===== config.mk =====
export PLATFORM = sky130hd
export DESIGN_NAME = booth_adder_callee
export DESIGN_NICKNAME = d
export VERILOG_FILES = /design/src/rtl/booth_adder_callee.sv
export SDC_FILE = /design/constraint.sdc
export NUM_CORES = 1
export LEC_CHECK = 0
export BUFFER_PORTS_ARGS = -buffer_cell sky130_fd_sc_hd__buf_2
export CAP_MARGIN = 20
export CORE_ASPECT_RATIO = 1.75
export CORE_MARGIN = 4
export CORE_UTILIZATION = 60
export CTS_CLUSTER_DIAMETER = 30
export CTS_CLUSTER_SIZE = 10
export DETAILED_ROUTE_END_ITERATION = 7
export MAX_ROUTING_LAYER = met4
export PLACE_DENSITY = 0.85
export RECOVER_POWER = 100
export SLEW_MARGIN = 25
export SYNTH_ARGS = -nofsm -noshare
export SYNTH_HDL_FRONTEND = slang
export SYNTH_SLANG_ARGS = --single-unit
export TNS_END_PERCENT = 30

===== constraint.sdc =====
create_clock -name CLK -period 9.31 [get_ports CLK]
set_input_delay 1.3965 -clock CLK [delete_from_list [all_inputs] [get_ports CLK]]
set_output_delay 1.3965 -clock CLK [all_outputs]
set_load 0.02 [all_outputs]

===== src/rtl/booth_adder_callee.sv =====
// Callee side of the booth multiplier's adder handshake: a chunked ripple-carry
// adder that adds CHUNK bits per clock and returns the sum with a one-cycle ack.
module booth_adder_callee #(
  parameter int WIDTH = 25,
  parameter int CHUNK = 5
) (
  input  logic             CLK,
  input  logic             RSTK,
  input  logic [WIDTH-1:0] Adder_datain1,
  input  logic [WIDTH-1:0] Adder_datain2,
  input  logic             Adder_valid,
  output logic [WIDTH-1:0] Adder_dataout,
  output logic             Adder_carryout,
  output logic             Adder_ack
);

  // IDLE: wait for valid | COMPUTE: one chunk per clock | DONE: ack cycle | WAIT_LOW: wait for valid=0
  localparam int NCH = WIDTH / CHUNK;
  localparam int IW  = (NCH > 1) ? $clog2(NCH) : 1;

  typedef enum logic [1:0] {IDLE, COMPUTE, DONE, WAIT_LOW} state_t;

  state_t           state_q;
  logic [WIDTH-1:0] a_q, b_q, res_q, res_d;
  logic             cy_q;
  logic [IW-1:0]    idx_q;
  logic [CHUNK:0]   csum;
  logic             last_chunk;

  // Operands shift down one chunk per cycle so the low CHUNK bits are always the
  // active chunk; the partial result shifts in from the top and lands aligned.
  always_comb begin
    csum       = {1'b0, a_q[CHUNK-1:0]} + {1'b0, b_q[CHUNK-1:0]} + {{CHUNK{1'b0}}, cy_q};
    res_d      = res_q >> CHUNK;
    res_d[WIDTH-1 -: CHUNK] = csum[CHUNK-1:0];
    last_chunk = (idx_q == IW'(NCH - 1));
  end

  always_ff @(posedge CLK or posedge RSTK) begin
    if (RSTK) begin
      state_q        <= IDLE;
      a_q            <= '0;
      b_q            <= '0;
      res_q          <= '0;
      cy_q           <= 1'b0;
      idx_q          <= '0;
      Adder_dataout  <= '0;
      Adder_carryout <= 1'b0;
      Adder_ack      <= 1'b0;
    end else begin
      case (state_q)
        IDLE: begin
          Adder_ack <= 1'b0;
          if (Adder_valid) begin
            a_q     <= Adder_datain1;
            b_q     <= Adder_datain2;
            res_q   <= '0;
            cy_q    <= 1'b0;
            idx_q   <= '0;
            state_q <= COMPUTE;
          end
        end
        COMPUTE: begin
          a_q   <= a_q >> CHUNK;
          b_q   <= b_q >> CHUNK;
          res_q <= res_d;
          cy_q  <= csum[CHUNK];
          idx_q <= idx_q + IW'(1);
          if (last_chunk) begin
            Adder_dataout  <= res_d;
            Adder_carryout <= csum[CHUNK];
            Adder_ack      <= 1'b1;
            state_q        <= DONE;
          end
        end
        DONE: begin
          Adder_ack <= 1'b0;
          state_q   <= WAIT_LOW;
        end
        WAIT_LOW: begin
          Adder_ack <= 1'b0;
          if (!Adder_valid) state_q <= IDLE;
        end
        default: begin
          Adder_ack <= 1'b0;
          state_q   <= IDLE;
        end
      endcase
    end
  end

endmodule


==> results of run 1 <==
==> how the worst min path moves through the flow <==
stage / startpoint / end / slack, ps / cells after the start
final: Adder_dataout[0] / Adder_dataout[0] / 470 / 2
after global routing: Adder_dataout[4] / Adder_dataout[4] / 490 / 2
after CTS: Adder_dataout[0] / Adder_dataout[0] / 470 / 2
after detailed placement: Adder_dataout[0] / Adder_dataout[0] / 460 / 2
after global placement: Adder_dataout[4] / Adder_dataout[4] / 450 / 2
after floorplan: res_q[5] / Adder_dataout[0] / 440 / 2
==> kinds of logic (layout without fill, tap and decap cells) <==
family / count (synthesis) / in the layout / synth area share
AOI/OAI and AO/OA: 88 / 88 / 0.132
DFF: 103 / 103 / 0.577
xor gates and xnor gates: 1 / 1 / 0.00196
muxes: 43 / 43 / 0.0974
and+or+nand+nor: 129 / 129 / 0.116
buffers and inverters: 31 / 104 / 0.0384
adders and majority gates: 12 / 12 / 0.0370
==> layout by cell type (no fill, tap or decap), types with 2 or more instances in the layout <==
cell type and instances:
and3_1 2, clkbuf_16 9, o21ai_0 46, and2_0 3
nand2_1 112, a22o_1 28, a31o_2 2, buf_4 2
a21oi_1 4, buf_2 51, nor2_1 4, mux2i_1 41
a32o_1 2, ha_1 10, inv_1 5, or3_1 2
clkbuf_8 4, nor2b_1 2, a21o_1 2, clkinv_2 3
nand3_1 2, clkbuf_1 29, fa_1 2, dfrtp_1 103
==> power by group <==
group / switching (mW) / internal [mW] / leakage [nW]
registers: 0.128 / 0.650 / 1.34
logic: 0.428 / 0.297 / 1.04
clock network: 0.156 / 0.209 / 0.151
==> layout make-up <==
cell class | instances | area [sq um] | share of cell area
Clock inverter | 3 | 15.0 | 0.00294
Inverter | 6 | 23.8 | 0.00466
Clock buffer | 13 | 280 | 0.0550
Timing Repair Buffer | 82 | 379 | 0.0743
Sequential cell | 103 | 2580 | 0.505
Tap cell | 86 | 108 | 0.0211
Multi-Input combinational cell | 273 | 1720 | 0.337
==> sequential cells by signal, summed over array words and instances, names as in the netlist <==
signal and cells:
b_q 25, Adder_ack 1, Adder_carryout 1, res_q 20, state_q 2, idx_q 3, a_q 25, Adder_dataout 25
cy_q 1
==> through the flow <==
stage	util	power, mW	cells	area, sq um
global route	0.705	1.99	566	5100
CTS	0.713	1.89	566	5150
floorplan	-	1.35	407	4470
global placement	0.672	1.47	550	4860
finish	0.705	1.87	566	5100
detailed placement	0.672	1.51	550	4860
==> critical path, cell delays in order, from the launching register on <==
cell and delay, ps:
dfrtp_1 410, inv_1 110, ha_1 220, clkbuf_1 2160
nand3_1 1580, and2_0 530, a31o_2 220
==> routing by layer <==
layer / vias up / global-route usage / share of wire
li1: 1523 / - / -
met1: 1549 / 0.262 / 0.39
met2: 81 / 0.379 / 0.54
met3: 22 / 0.0347 / 0.045
met4: 0 / 0.107 / 0.029
met5: - / - / 0
==> metrics.md, run 1 <==
| Metric | Value |
|---|---|
| Initial Util | 0.618 |
| Commonest cells in the netlist | 112 x nand2_1, 103 x dfrtp_1, 41 x mux2i_1, 28 x a22o_1, 27 x o21ai_0 |
| CP endpoint | Adder_dataout[24] |
| Crit path max fanout | 48 |
| Synth cell types | 35 |
| Top_reg_cell synth | dfrtp_1 |
| Run status | finished with violations |
| Post-Place Setup Slack | about 6100 ps |
| Drt first pass iters | 4 |
| CTS H-tree depth | 3 |
| Most frequent cell after synthesis | nand2_1 |
| Setup_tns | 0 ps |
| Reg clk slew, reported paths | ~60 ps |
| RePlAce Congestion | roughly 0.73 |
| Pleak | around 2.5 nW |
| Post-synthesis sequential area ratio | 0.577 |
| Period utilization | 0.575 |
| Antenna cells | 0 |
| Yosys warns | 0 |
| Fillers | 544 |
| Wirelength, routed | roughly 9100 um |
| Worst setup EP type | register |
| Clk_skew | slightly below 5 ps |
| Worst R2R End | Adder_dataout[24] |
| Setup slack, reg-to-reg | 3950 ps |
| Crit path launch | state_q[1] |
| Crit start category | register |
| Hold WS | 472 ps |
| Max VDD drop | ~0.27 mV |
| Total global routing overflow | 0 |
| Unrepaired setup endpoints after global routing | no |
| CP Class | register to register |
| ANT nets after route | 0 |
| First-pass GRT wire length | ~15000 um |
| PwrDens | approximately 370 nW/um^2 |
| Nets | 540 |
| Max_cap viols | 1 |
| Peak Freq | 187 MHz |
| Die area | between 8000 and 9000 sq um |
| Violations in the final reports | max-capacitance violations, max-slew violations |
| Vias in the first global route | between 3000 and 4000 |
| Largest net degree at the start of global routing | 90 |
| Post-synth EDFFs | 0 |
| DRC Markers | 0 |
| DPL Wire Length | roughly 6000 um |
| Longest Clk Path Bufs | 2 |
| Reg-to-reg startpoint | state_q[1] |
| Clock root buffer | clkbuf_16 |
| Biggest area consumer among synthesized cells | dfrtp_1 |
| Gr usage total | 0.227 |
| WL/cell | 16.1 um |
| Die X | 73.2 um |
| Top Ports | 80 |
| 1st-iter DRT viols | 276 |
| Post-Syn Nets | 472 |
| Hold Path Class | register to register |
| Latest clock arrival within the worst-skew pair | about 350 ps |
| Ys async rst share | 1.00 |
| Layout cells sized above 1 | 0.156 |
| Slew Limit Fails | a little under 50 |
| Hold Vio Cnt, Final | 0 |
| Core area | 7230 sq um |
| Final worst slack | between 3000 and 4000 ps |
| Crit path DAT | 5590 ps |
| CTS tree | done |
| Vias/cell | 5.61 |
| Final Critical Period | 5360 ps |
| Clock sinks | slightly above 100 |
| I/O Buffers | 79 |
| Worst Path Required | around 9600 ps |
| Worst-case reg-to-reg path depth | 6 |
| Antenna violations before repair | 0 |
| Number of CTS-inserted buffers | 9 |
| Mapped Cells | 407 |
| Synth area leaders | dfrtp_1 58%, nand2_1 9.4%, mux2i_1 9.2%, a22o_1 5.5%, o21ai_0 3.0% |
| Post-Syn Area per Cell | 11.0 sq um |
| Area growth syn-to-layout | 14.1% |
| Mapped Area | 4470 sq um |
| Row count | 41 |
| Worst slew margin | -1.03 |
| Postcts setup bufs | 0 |
| CTS resizes | 0 |
| Setup Viol. Count Final | 0 |
| Vias | approximately 3200 |
| Synthesis-stage register bit count | just over 100 |
| Slew @ Worst Pin | 3050 ps |
| Hold buffers post-CTS | 0 |
| Synth top area share | 0.577 |
| DIE HEIGHT | about 120 um |
Power figures use the tool's default switching activity.
==> inputs of run 2 (changes only) <==
- ABC_AREA: unset -> 1
- CORE_UTILIZATION: 60 -> 50
- PLACE_DENSITY: 0.85 -> 0.75
- clock period: 9.31 -> 4.8 ns (I/O delays scaled with it)
==> metrics.md, run 2 <==
| Metric | Value |
|---|---|
| WL/cell | ~13 um |
| Worst setup EP type | register |
| Fin cells | a little under 700 |
| Core area | 8780 sq um |
| Synth Area in Simple Gates | 0.122 |
| Synth Area in XOR/XNOR | 0.00191 |
| Peak Freq | 304 MHz |
| Latest clock arrival within the worst-skew pair | about 340 ps |
| Setup Viol. Count Final | 0 |
| Commonest non-fill, non-tap cells in the layout | 114 x nand2_1, 103 x dfrtp_1, 83 x o21ai_0, 77 x inv_1, 52 x buf_2 |
| Ys async rst share | 1.00 |
| Hold WS | between 400 and 500 ps |
| Mapped Cells | 500 |
| CTS tree | done |
| ANT nets after route | 0 |
| Crit path DAT | about 3500 ps |
| Pleak | approximately 2.5 nW |
| 1st-iter DRT viols | ~180 |
| Multiplexer share of the synthesized area | 0 |
| Violations in the final reports | max-capacitance violations, max-slew violations |
| Post-Syn Area per Cell | roughly 9 sq um |
| Vias in the first global route | 3397 |
| Commonest non-fill, non-tap cell in the layout | nand2_1 |
| Initial Util | 0.521 |
| Number of CTS-inserted buffers | 9 |
| Adder-cell share of the synthesized area | 0.0361 |
| Area growth syn-to-layout | 14.4% |
| Top Ports | 80 |
| Die area | roughly 11000 sq um |
| PwrDens | around 660 nW/um^2 |
| Worst Path Required | about 5000 ps |
| Layout cells sized above 1 | 0.128 |
| Crit start category | register |
| Worst R2R End | b_q[17] |
| Post-synth EDFFs | 0 |
| Placed insts | 670 |
| Worst-case reg-to-reg path depth | 8 |
| Post-synthesis compound-gate area fraction | 0.173 |
| Clock sinks | 103 |
| Dpl cell area | between 4000 and 5000 sq um |
| Crit path max fanout | 53 |
| DPL Wire Length | about 6500 um |
| Vias | around 3500 |
| Max_cap viols | 1 |
| Die X | 80.3 um |
| Most frequent cell after synthesis | nand2_1 |
| Clock root buffer | clkbuf_16 |
| Wirelength, routed | around 9000 um |
| DRC Markers | 0 |
| Antenna violations before repair | 0 |
| Clk_skew | 5.49 ps |
| Biggest area consumer among synthesized cells | dfrtp_1 |
| Run status | finished with violations |
| Hold buffers post-CTS | 0 |
| Max VDD drop | about 0.37 mV |
| CTS resizes | 0 |
| Postcts setup bufs | 0 |
| Hold Crit Start | res_q[24] |
| CTS H-tree depth | 3 |
| Unrepaired setup endpoints after global routing | no |
| Yosys warns | 0 |
| Top_reg_cell synth | dfrtp_1 |
| Drt first pass iters | 4 |
| Synth area leaders | dfrtp_1 56%, nand2_1 9.4%, o21ai_0 7.7%, inv_1 6.2%, o211ai_1 4.9% |
| Setup slack, reg-to-reg | 1510 ps |
| Post-Syn Nets | roughly 570 |
| Synth cell types | 22 |
| Synthesis-stage register bit count | around 100 |
| Hold Vio Cnt, Final | 0 |
| Commonest cells in the netlist | 114 x nand2_1, 103 x dfrtp_1, 75 x inv_1, 70 x o21ai_0, 30 x o211ai_1 |
| Longest Clk Path Bufs | 2 |
| Gr usage total | 0.191 |
| Post-synthesis sequential area ratio | 0.563 |
| Antenna cells | 0 |
| Largest net degree at the start of global routing | 82 |
| Setup_tns | 0 ps |
| Worst Hold Path EP | res_q[24] |
| I/O Buffers | 79 |
| Mapped Area | between 4000 and 5000 sq um |
| Row count | between 40 and 50 |
| RePlAce Congestion | 0.838 |
| Final Critical Period | ~3300 ps |
| DIE HEIGHT | around 130 um |
| Vias/cell | 5.10 |
| Largest family of logic cells by synthesized area | compound AO/OA/AOI/OAI gates |
| Nets | 630 |
| Total global routing overflow | 0 |
| Total power | 3.46 mW |
| Period utilization | 0.685 |
| First-pass GRT wire length | between 15000 and 20000 um |
| Final Instance Area | between 5000 and 6000 sq um |
| Largest regs | Adder_dataout: 25 flops, a_q: 25 flops, b_q: 25 flops |
| Reg clk slew, reported paths | 70 ps |
| Slew @ Worst Pin | 2580 ps |
| Reg-to-reg startpoint | state_q[1] |
| Slew Limit Fails | 61 |
| Synth top area share | 0.563 |
| CP Class | register to register |
| Worst slew margin | -0.728 |
| Hold Path Class | register to register |
| Hold Path Depth | 2 |
[run 2: worst max-delay path by stage]
stage               start   endpoint  cells after the start
6_report       state_q[1]    b_q[17]                      8
3_5_place_dp   state_q[1]     b_q[5]                      7
3_3_place_gp   state_q[1]     b_q[9]                      7
4_1_cts        state_q[1]     b_q[5]                      7
5_1_grt        state_q[1]    b_q[19]                      8
2_1_floorplan        RSTK  Adder_ack                      1
[run 2: critical path: stages (launching register included)]
cell      delay (ps)
dfrtp_1          410
inv_1            110
ha_1             170
inv_1            250
o21ai_4          520
clkbuf_1         930
buf_4            540
o211ai_1         140
o21ai_0          120
[run 2: routing by layer]
layer  up-vias  track usage  share of wire
met3        23       0.0334          0.041
met2        92        0.302           0.50
li1       1752            -              -
met4         0        0.105          0.039
met1      1638        0.230           0.42
met5         -            -              0
[run 2: cells by family (layout without fill, tap and decap cells)]
logic type / after synthesis / in the layout
simple gates: 140 / 140
fa+ha+maj: 12 / 12
compound gates: 137 / 137
buf+inv: 107 / 177
flops: 103 / 103
xor+xnor: 1 / 1
[run 2: layout make-up]
cell class / count / area (sq um)
flip-flops and latches: 103 / 2580
multi-input cells: 290 / 1520
clock inverters: 3 / 40.0
repair buffers: 83 / 385
clock buffers: 13 / 270
fillers: 815 / 3550
well taps: 117 / 146
inverters: 78 / 294
[run 2: per-stage QoR]
stage               worst slack, ps   util
floorplan                      1380      -
global placement               2290  0.565
detailed placement             2160  0.565
CTS                            2140  0.601
global route                   1160  0.596
finish                         1510  0.596
[run 2: where the power goes]
group / internal, mW / switching (mW)
Combinational: 0.426 / 0.921
Sequential: 1.23 / 0.136
Clock: 0.445 / 0.298
==> inputs of run 3 (changes only) <==
- ABC_AREA: 1 -> 0
- PLACE_DENSITY: 0.75 -> 0.76
- clock period: 4.8 -> 2.88 ns (I/O delays scaled with it)
==> metrics.md, run 3 (synthesized netlist as in run 1, its figures left out) <==
| Metric | Value |
|---|---|
| Unrepaired setup endpoints after global routing | no |
| DRC Markers | 0 |
| CP Class | register to register |
| Period utilization | 0.804 |
| DIE HEIGHT | 133 um |
| Met3 wire len | 321 um |
| Vias | roughly 3100 |
| Vias/cell | approximately 5.2 |
| Postcts setup bufs | 0 |
| Antenna violations before repair | 0 |
| Number of CTS-inserted buffers | 9 |
| Vias in the first global route | 3260 |
| Worst Path Required | slightly above 3000 ps |
| Final Instance Area | 5190 sq um |
| Reg clk slew, reported paths | ~70 ps |
| Fin util | 0.595 |
| CP max stage cell | ha_1 |
| I/O Buffers | 79 |
| Top Ports | 80 |
| Critical path depth in cells | 5 |
| Wirelength, routed | between 8000 and 9000 um |
| Hold Path Depth | 2 |
| Worst-path cell chain | inv_1, ha_1, mux2i_4, clkbuf_2, a22o_1 |
| Commonest non-fill, non-tap cell in the layout | nand2_1 |
| DPL Wire Length | roughly 6300 um |
| First-pass GRT wire length | 15200 um |
| WL/cell | 14.5 um |
| CTS tree | done |
| Max_cap viols | 0 |
| Core area | about 8700 sq um |
| CTS resizes | 0 |
| Pleak | 2.57 nW |
| Nets | between 500 and 600 |
| Setup Viol. Count Final | 0 |
| Setup_tns | 0 ps |
| Latest clock arrival within the worst-skew pair | approximately 340 ps |
| Hold Path Class | input port to register |
| Worst setup EP type | register |
| CTS H-tree depth | 3 |
| WP buf/inv | 2 |
| Commonest non-fill, non-tap cells in the layout | 112 x nand2_1, 103 x dfrtp_1, 52 x buf_2, 43 x o21ai_0, 41 x mux2i_1 |
| Die area | between 10000 and 15000 sq um |
| Peak Freq | between 400 and 500 MHz |
| PwrDens | approximately 1200 nW/um^2 |
| Crit start category | register |
| Largest net degree at the start of global routing | roughly 80 |
| Clock root buffer | clkbuf_16 |
| Gr usage total | 0.187 |
| Worst slew margin | 0.0397 |
| Dpl cell area | 4970 sq um |
| Worst-case reg-to-reg path depth | 5 |
| Hold Vio Cnt, Final | 0 |
| Total global routing overflow | 0 |
| Run status | completed |
| Crit path largest cell delay | roughly 700 ps |
| Clock sinks | 103 |
| Clk_skew | between 8 and 9 ps |
| M1 WL | around 3600 um |
| Top layer in use | met4 |
| Drt first pass iters | 4 |
| Slew @ Worst Pin | ~1400 ps |
| Longest Clk Path Bufs | 2 |
| Layout cells sized above 1 | 0.165 |
| ANT nets after route | 0 |
| Worst path top cell family by delay | adder cells |
| Row count | between 40 and 50 |
| Hold WS | 303 ps |
| Slew Limit Fails | 0 |
| Met2 Routed Length | roughly 4700 um |
| Area growth syn-to-layout | 16.3% |
| Crit path DAT | 2540 ps |
| RePlAce Congestion | ~0.8 |
| Hold buffers post-CTS | 0 |
| Final Critical Period | around 2300 ps |
| 1st-iter DRT viols | 187 |
| Crit path max fanout | 26 |
| Antenna cells | 0 |
| Largest regs | Adder_dataout: 25 flops, a_q: 25 flops, b_q: 25 flops |
| Initial Util | 0.512 |
| Die X | 79.5 um |
| Total power | 6.00 mW |
| Max VDD drop | 0.701 mV |
-- run 3: cell count changes in the layout (fill, tap and decap cells not counted), moves of 3 or more --
| cell | change |
|---|---|
| inv_1 | -72 |
| o22ai_1 | -17 |
| o211ai_1 | -29 |
| a22o_1 | +28 |
| nand3_1 | -18 |
| o21ai_0 | -40 |
| mux2i_1 | +41 |
| clkbuf_8 | -3 |
-- run 3: stage by stage --
step | setup slack, ps | std cells
after floorplan | 1090 | 407
after global placement | 958 | 586
after detailed placement | 866 | 586
after CTS | 844 | 602
after global routing | 356 | 602
final | 564 | 602
-- run 3: final timing paths --
path	start	to	slack [ps]
setup reg to reg	state_q[1]	a_q[24]	560
min in group asynchronous	RSTK	Adder_dataout[17]	400
max in group asynchronous	RSTK	b_q[14]	940
setup / recovery	state_q[1]	a_q[24]	560
hold / removal	Adder_datain1[20]	a_q[20]	300
hold reg to reg	Adder_dataout[6]	Adder_dataout[6]	470
-- run 3: routing by layer --
layer / global-route usage / vias to the layer above
met5: - / -
met4: 0.0736 / 0
met3: 0.0422 / 15
met2: 0.311 / 66
met1: 0.216 / 1496
li1: - / 1543
-- run 3: power breakdown --
part	switching (mW)	leakage (nW)	internal, mW
Sequential	0.413	1.34	2.10
Combinational	1.36	1.08	0.941
Clock	0.507	0.144	0.676
-- run 3: final cells by class --
class                      instances  area [sq um]
fill                             763          3530
timing repair buffer              87           435
sequential                       103          2580
clock buffer                      11           233
clock inverter                     5          57.6
multi-input combinational        273          1720
tap                              117           146
inverter                           6          23.8
